==> src/rtl/spi_ctrl_pkg.sv <==
// Shared constants for the SPI controller: register offsets, bit positions
// and the shift-engine state encoding.
package spi_ctrl_pkg;

    localparam logic [4:0] OFS_CTRL   = 5'h00;
    localparam logic [4:0] OFS_DIV    = 5'h04;
    localparam logic [4:0] OFS_TXDATA = 5'h08;
    localparam logic [4:0] OFS_RXDATA = 5'h0C;
    localparam logic [4:0] OFS_STATUS = 5'h10;

    localparam int CTRL_EN   = 0;
    localparam int CTRL_IE   = 1;
    localparam int STAT_BUSY = 0;
    localparam int STAT_RXV  = 1;
    localparam int STAT_OVR  = 2;

    typedef enum logic [1:0] {IDLE, LEAD, SHIFT, TRAIL} eng_state_t;

    // Word-aligned address inside the five-register window.
    function automatic logic decode_ok(input logic [31:0] addr);
        return (addr[31:5] == '0) && (addr[1:0] == 2'b00) && (addr[4:2] <= 3'd4);
    endfunction

endpackage

==> src/rtl/spi_shift_engine.sv <==
// Mode-0 SPI master shift engine: one DATA_W-bit frame per start pulse,
// half-period of (div+1) clk cycles, MSB first.
module spi_shift_engine
    import spi_ctrl_pkg::*;
#(
    parameter int DATA_W = 8,
    parameter int DIV_W  = 8
) (
    input  logic              clk,
    input  logic              rst,
    input  logic              start,
    input  logic [DIV_W-1:0]  div,
    input  logic [DATA_W-1:0] txword,
    input  logic              miso,
    output logic              busy,
    output logic              done,
    output logic [DATA_W-1:0] rxword,
    output logic              sclk,
    output logic              mosi,
    output logic              cs_n
);

    localparam logic [5:0] BIT_LAST = 6'(DATA_W - 1);

    eng_state_t        state;
    logic [DIV_W-1:0]  cnt;
    logic [DIV_W-1:0]  div_q;
    logic [DATA_W-1:0] tx_sh;
    logic [DATA_W-1:0] rx_sh;
    logic [DATA_W-1:0] tx_next;
    logic [DATA_W-1:0] rx_next;
    logic [5:0]        bit_cnt;

    always_comb begin
        tx_next    = tx_sh << 1;
        rx_next    = rx_sh << 1;
        rx_next[0] = miso;
    end

    // NOTE: all state here uses non-blocking assignments so every register
    // samples the pre-edge values, exactly like the flops it describes.
    always_ff @(posedge clk) begin
        if (rst) begin
            state   <= IDLE;
            cnt     <= '0;
            div_q   <= '0;
            tx_sh   <= '0;
            rx_sh   <= '0;
            bit_cnt <= '0;
            sclk    <= 1'b0;
            mosi    <= 1'b0;
            cs_n    <= 1'b1;
        end else begin
            case (state)
                IDLE: begin
                    if (start) begin
                        state   <= LEAD;
                        div_q   <= div;
                        cnt     <= div;
                        tx_sh   <= txword;
                        rx_sh   <= '0;
                        bit_cnt <= '0;
                        cs_n    <= 1'b0;
                        mosi    <= txword[DATA_W-1];
                    end
                end
                LEAD: begin
                    if (cnt == '0) begin
                        state <= SHIFT;
                        cnt   <= div_q;
                    end else begin
                        cnt <= cnt - DIV_W'(1);
                    end
                end
                SHIFT: begin
                    if (cnt != '0) begin
                        cnt <= cnt - DIV_W'(1);
                    end else begin
                        cnt <= div_q;
                        // Low phase ends: rise and sample; high phase ends: fall and shift.
                        if (!sclk) begin
                            sclk  <= 1'b1;
                            rx_sh <= rx_next;
                        end else begin
                            sclk  <= 1'b0;
                            tx_sh <= tx_next;
                            mosi  <= tx_next[DATA_W-1];
                            if (bit_cnt == BIT_LAST) begin
                                state <= TRAIL;
                            end else begin
                                bit_cnt <= bit_cnt + 6'd1;
                            end
                        end
                    end
                end
                TRAIL: begin
                    if (cnt == '0) begin
                        state <= IDLE;
                        cs_n  <= 1'b1;
                        mosi  <= 1'b0;
                    end else begin
                        cnt <= cnt - DIV_W'(1);
                    end
                end
                default: state <= IDLE;
            endcase
        end
    end

    assign busy   = (state != IDLE);
    assign done   = (state == TRAIL) && (cnt == '0);
    assign rxword = rx_sh;

endmodule

==> src/rtl/spi_ctrl.sv <==
// SPI controller top: register bank and request/strobe handshake in front
// of the shift engine.
module spi_ctrl
    import spi_ctrl_pkg::*;
#(
    parameter int DATA_W = 8,
    parameter int DIV_W  = 8
) (
    input  logic        clk,
    input  logic        rst,
    input  logic        wr_en,
    input  logic        rd_en,
    input  logic [31:0] waddr,
    input  logic [31:0] raddr,
    input  logic [31:0] wdata,
    output logic [31:0] rdata,
    output logic        wack,
    output logic        rack,
    output logic        waddrerr,
    output logic        raddrerr,
    output logic        sclk,
    output logic        mosi,
    input  logic        miso,
    output logic        cs_n,
    output logic        irq
);

    logic [1:0]        ctrl;
    logic [DIV_W-1:0]  div;
    logic [DATA_W-1:0] tx_word;
    logic [DATA_W-1:0] rx_data;
    logic              rx_valid;
    logic              overrun;
    logic              start_q;

    logic              eng_busy;
    logic              eng_done;
    logic [DATA_W-1:0] eng_rx;

    logic              busy;
    logic              strobe;
    logic              w_ok, r_ok;
    logic [4:0]        w_ofs, r_ofs;
    logic              wr_stall, wr_go, rd_go;
    logic [31:0]       rd_val;
    logic              unused_wdata;

    // Write data bits beyond each register field are ignored.
    assign unused_wdata = ^wdata;

    assign busy   = start_q | eng_busy;
    assign strobe = wack | rack | waddrerr | raddrerr;
    assign w_ok   = decode_ok(waddr);
    assign r_ok   = decode_ok(raddr);
    assign w_ofs  = waddr[4:0];
    assign r_ofs  = raddr[4:0];

    // A TXDATA write during a transfer is held off (no strobe) rather than
    // rejected; the requester keeps wr_en high until the engine is free.
    assign wr_stall = w_ok && (w_ofs == OFS_TXDATA) && ctrl[CTRL_EN] && busy;
    assign wr_go    = wr_en && !strobe && !wr_stall;
    assign rd_go    = rd_en && !strobe && !wr_go;

    always_comb begin
        rd_val = '0;
        case (r_ofs)
            OFS_CTRL:   rd_val = 32'(ctrl);
            OFS_DIV:    rd_val = 32'(div);
            OFS_RXDATA: rd_val = 32'(rx_data);
            OFS_STATUS: rd_val = 32'({overrun, rx_valid, busy});
            default:    rd_val = '0;
        endcase
    end

    always_ff @(posedge clk) begin
        if (rst) begin
            ctrl     <= '0;
            div      <= '0;
            tx_word  <= '0;
            rx_data  <= '0;
            rx_valid <= 1'b0;
            overrun  <= 1'b0;
            start_q  <= 1'b0;
            rdata    <= '0;
            wack     <= 1'b0;
            rack     <= 1'b0;
            waddrerr <= 1'b0;
            raddrerr <= 1'b0;
        end else begin
            wack     <= 1'b0;
            rack     <= 1'b0;
            waddrerr <= 1'b0;
            raddrerr <= 1'b0;
            start_q  <= 1'b0;

            if (wr_go) begin
                if (!w_ok) begin
                    waddrerr <= 1'b1;
                end else begin
                    case (w_ofs)
                        OFS_CTRL: begin
                            ctrl <= wdata[1:0];
                            wack <= 1'b1;
                        end
                        OFS_DIV: begin
                            div  <= wdata[DIV_W-1:0];
                            wack <= 1'b1;
                        end
                        OFS_TXDATA: begin
                            if (ctrl[CTRL_EN]) begin
                                tx_word <= wdata[DATA_W-1:0];
                                start_q <= 1'b1;
                                wack    <= 1'b1;
                            end else begin
                                waddrerr <= 1'b1;
                            end
                        end
                        OFS_STATUS: begin
                            if (wdata[STAT_OVR]) overrun <= 1'b0;
                            wack <= 1'b1;
                        end
                        default: waddrerr <= 1'b1;
                    endcase
                end
            end

            if (rd_go) begin
                if (!r_ok) begin
                    raddrerr <= 1'b1;
                end else begin
                    rdata <= rd_val;
                    rack  <= 1'b1;
                    if (r_ofs == OFS_RXDATA) rx_valid <= 1'b0;
                end
            end

            // Placed last so a completing frame wins over a same-cycle clear.
            if (eng_done) begin
                rx_data  <= eng_rx;
                rx_valid <= 1'b1;
                if (rx_valid) overrun <= 1'b1;
            end
        end
    end

    assign irq = ctrl[CTRL_IE] & rx_valid;

    spi_shift_engine #(
        .DATA_W (DATA_W),
        .DIV_W  (DIV_W)
    ) u_engine (
        .clk    (clk),
        .rst    (rst),
        .start  (start_q),
        .div    (div),
        .txword (tx_word),
        .miso   (miso),
        .busy   (eng_busy),
        .done   (eng_done),
        .rxword (eng_rx),
        .sclk   (sclk),
        .mosi   (mosi),
        .cs_n   (cs_n)
    );

endmodule

==> config.mk <==
export PLATFORM = sky130hd
export DESIGN_NAME = spi_ctrl
export DESIGN_NICKNAME = d
export VERILOG_FILES = /design/src/rtl/spi_ctrl_pkg.sv /design/src/rtl/spi_shift_engine.sv /design/src/rtl/spi_ctrl.sv
export SDC_FILE = /design/constraint.sdc
export NUM_CORES = 1
export LEC_CHECK = 0
export BUFFER_PORTS_ARGS = -buffer_cell sky130_fd_sc_hd__clkbuf_2
export CORE_ASPECT_RATIO = 1.1
export CORE_MARGIN = 5
export CORE_UTILIZATION = 45
export CTS_BUF_LIST = sky130_fd_sc_hd__clkbuf_4
export CTS_CLUSTER_SIZE = 24
export DETAILED_ROUTE_END_ITERATION = 12
export PLACE_DENSITY = 0.72
export REMOVE_ABC_BUFFERS = 1
export SLEW_MARGIN = 0
export SYNTH_ARGS = -nofsm -noshare
export SYNTH_HDL_FRONTEND = slang
export SYNTH_SLANG_ARGS = --single-unit
==> constraint.sdc <==
create_clock -name clk -period 2.7 [get_ports clk]
set_input_delay 0.405 -clock clk [delete_from_list [all_inputs] [get_ports clk]]
set_output_delay 0.405 -clock clk [all_outputs]
set_load 0.02 [all_outputs]
==> metrics.csv <==
metric;value;unit
status;finished, final reports clean;
CTS root buf;clkbuf_4;
drt wl/cell;14.8;um
Power Density;710;nW/um^2
GRT overflow;0;
largest net degree at the start of global routing;43;
top cells by area, synth;dfxtp_1, a21oi_1, mux2i_1;
Synth Warn #;0;
Synth top area share;0.396;
most frequent CP cell;nand2_1;
worst setup margin;0.457;ns
Fin Setup TNS;0;ns
critical path required time;3.00;ns
initial antenna violation count;0;
RSZ-0062 raised after global routing;no;
WL met2;5.35;mm
Combinational Power Share;0.380;
synthesis-to-finish area growth;15.1;%
Clk pin slew, worst setup/hold paths;0.12;ns
WL met1;4.37;mm
vias per cell;5.52;
number of nets with antenna violations after routing;0;
vias;3943;
Max Root-Sink Buffers;2;
DRC violations left;0;
die height;111;um
reg2reg path depth;7;
Critical Path Max Stage Delay;0.42;ns
Post-synth EDFFs;0;
Synth cell types;63;
Tmin final;2.24;ns
Critical Path AT;2.54;ns
Total GRT Usage;0.187;
Top Layer Used;met4;
Worst Hold Depth;3;
ys flop type;dfxtp_1;
drt total wl;10.6;mm
Hold Crit Endpoint;u_engine.rxword[0];
Final Slew Violations;0;
Net Sw Power;0.00132;W
CTS Sinks;83;
row cnt;37;
Tightest Pin Transition;0.863;ns
register area share after synthesis;0.396;
Post-Syn Area per Cell;8.37;um^2
Final Cycle Share;0.831;
initial core utilization;0.455;
largest area contributor in the netlist;dfxtp_1;
TritonCTS buffer count;9;
core area;9210;um^2
Sw Ratio;0.384;
crit end category;flop;
met3 wire len;499;um
nets;700;
Critical Path, Cell by Cell;inv_1, ha_1, nor2b_1, and3_1, nand2_1, nand2_1, a2111oi_1;
Async SR Flop Fraction;0;
Hold WC Path Type;in -> reg;
Die ar.;11300;um^2
setup bufs post-CTS;0;
Setup crit start kind;flop;
reg2reg end;u_engine.cnt[6];
GPL Wtd Cong;0.875;
IO Pins;141;
synthesized area;4190;um^2
share of layout cells above drive strength 1;0.233;
Static Leak;1.89;nW
CTS tree;yes;
top-count cell post-synth;dfxtp_1;
post-DP HPWL;8.12;mm
Worst R2R Setup Slack;0.46;ns
final setup violation count;0;
worst r2r src;u_engine.cnt[0];
worst skew pair latency;0.42;ns
antenna fix cells;0;
Clock Skew;0.0203;ns
Max Clock Freq;446;MHz
Slew headroom;0.424;
Synth top cells by count;dfxtp_1, nand2_1, a21oi_1;
hold wc startpoint;miso;
Die X-Extent;102;um
Crit Path Class;reg -> reg;
first-pass GRT wire length;17.4;mm
iteration count of the initial detailed-routing pass;6;
clock network power share;0.205;
Int Power;0.00211;W
Post-CTS Resized;0;
I/O Buffers;92;
crit path max fanout;10;
drt first-iter violations;321;
Post-Synthesis Cells;501;
Final Hold Fails;0;
CTS Hold Bufs;0;
buffer and inverter count on the worst path;1;
Max-cap violations;0;
number of global-route vias before repair;3719;
Peak supply drop;443;uV
fillcell total;854;
delay-heaviest family, CP;simple AND/OR/NAND/NOR gates;
CTS H-Tree Depth;3;
Synth Register Bits;83;
Flop pwr share;0.416;
DP Worst Slack;0.355;ns
CP max stage cell;dfxtp_1;
-- flip-flops by register name, summed over array words and instances (netlist names), 2 cells and up --
signal	flops
div	8
rdata	8
rx_data	8
tx_word	8
u_engine.cnt	8
u_engine.div_q	8
u_engine.rxword	8
u_engine.tx_sh	7
u_engine.bit_cnt	6
ctrl	2
u_engine.state	2
-- worst min-delay path, stage by stage --
cell,delay (ns)
clkbuf_2,0.08
nand2_1,0.04
a21oi_1,0.05
-- power groups by stage --
stage,combinational [W],sequential [W],clock (W)
floorplan,0.000839,0.00144,0
global placement,0.00125,0.00144,0
detailed placement,0.00129,0.00145,0
CTS,0.00129,0.00142,0.000716
global route,0.00144,0.00144,0.000764
finish,0.00130,0.00142,0.000702
-- per-layer routing --
metal,vias to the layer above,GRT usage
met3,31,0.0271
met1,1857,0.230
li1,1929,-
met2,126,0.317
met4,0,0.0866
met5,-,0
-- through the flow --
stage	power (W)	utilization	instances	area [um^2]	hold WS [ns]
detailed placement	0.00273	0.509	698	4690	0.448
global route	0.00364	0.524	714	4830	0.209
CTS	0.00343	0.524	714	4830	0.202
finish	0.00343	0.524	714	4830	0.222
global placement	0.00270	0.509	698	4690	0.442
floorplan	0.00228	-	474	3970	0.425
-- kinds of logic (layout without fill, tap and decap cells) --
| family | count (synthesis) | after routing | share of synthesized area |
|---|---|---|---|
| other | 1 | 24 | 0.000894 |
| AND/OR/NAND/NOR | 202 | 202 | 0.240 |
| AO/OA/AOI/OAI | 114 | 114 | 0.180 |
| multiplexers | 27 | 27 | 0.0648 |
| buffers and inverters | 60 | 133 | 0.0824 |
| adder cells (fa/ha/maj) | 7 | 7 | 0.0209 |
| flip-flops | 83 | 83 | 0.396 |
| XOR/XNOR | 7 | 7 | 0.0146 |
-- how the worst max path moves through the flow --
stage,cells past startpoint,from,to,slack [ns]
floorplan,7,u_engine.state[0],tx_word[0],0.57
finish,7,u_engine.cnt[0],u_engine.cnt[6],0.46
global route,7,u_engine.cnt[0],u_engine.cnt[6],0.33
global placement,7,waddr[8],div[2],0.39
CTS,7,u_engine.cnt[0],u_engine.cnt[6],0.50
detailed placement,7,waddr[12],div[6],0.35
-- layout make-up --
cell class                      count  area, um^2  area share
Clock inverter                      5        52.6      0.0109
Sequential cell                    83        1660       0.344
Tap cell                          117         146      0.0303
Timing Repair Buffer              107         573       0.119
Inverter                           10        37.5     0.00778
Multi-Input combinational cell    381        2270       0.471
Clock buffer                       11        82.6      0.0171
-- layout by cell type, fill, tap and decap left out, types with 7 or more instances in the layout --
cell,instances
mux2i_1,26
clkbuf_4,11
ha_1,7
nor3_1,10
nor2_1,49
dfxtp_1,83
a211oi_1,11
conb_1,24
nand2b_1,7
nand3_1,16
a22oi_1,7
nand2_1,68
inv_1,10
a21oi_1,53
nor4_1,15
xor2_1,7
buf_4,15
clkbuf_2,92
(Power assumes the default switching activity.)
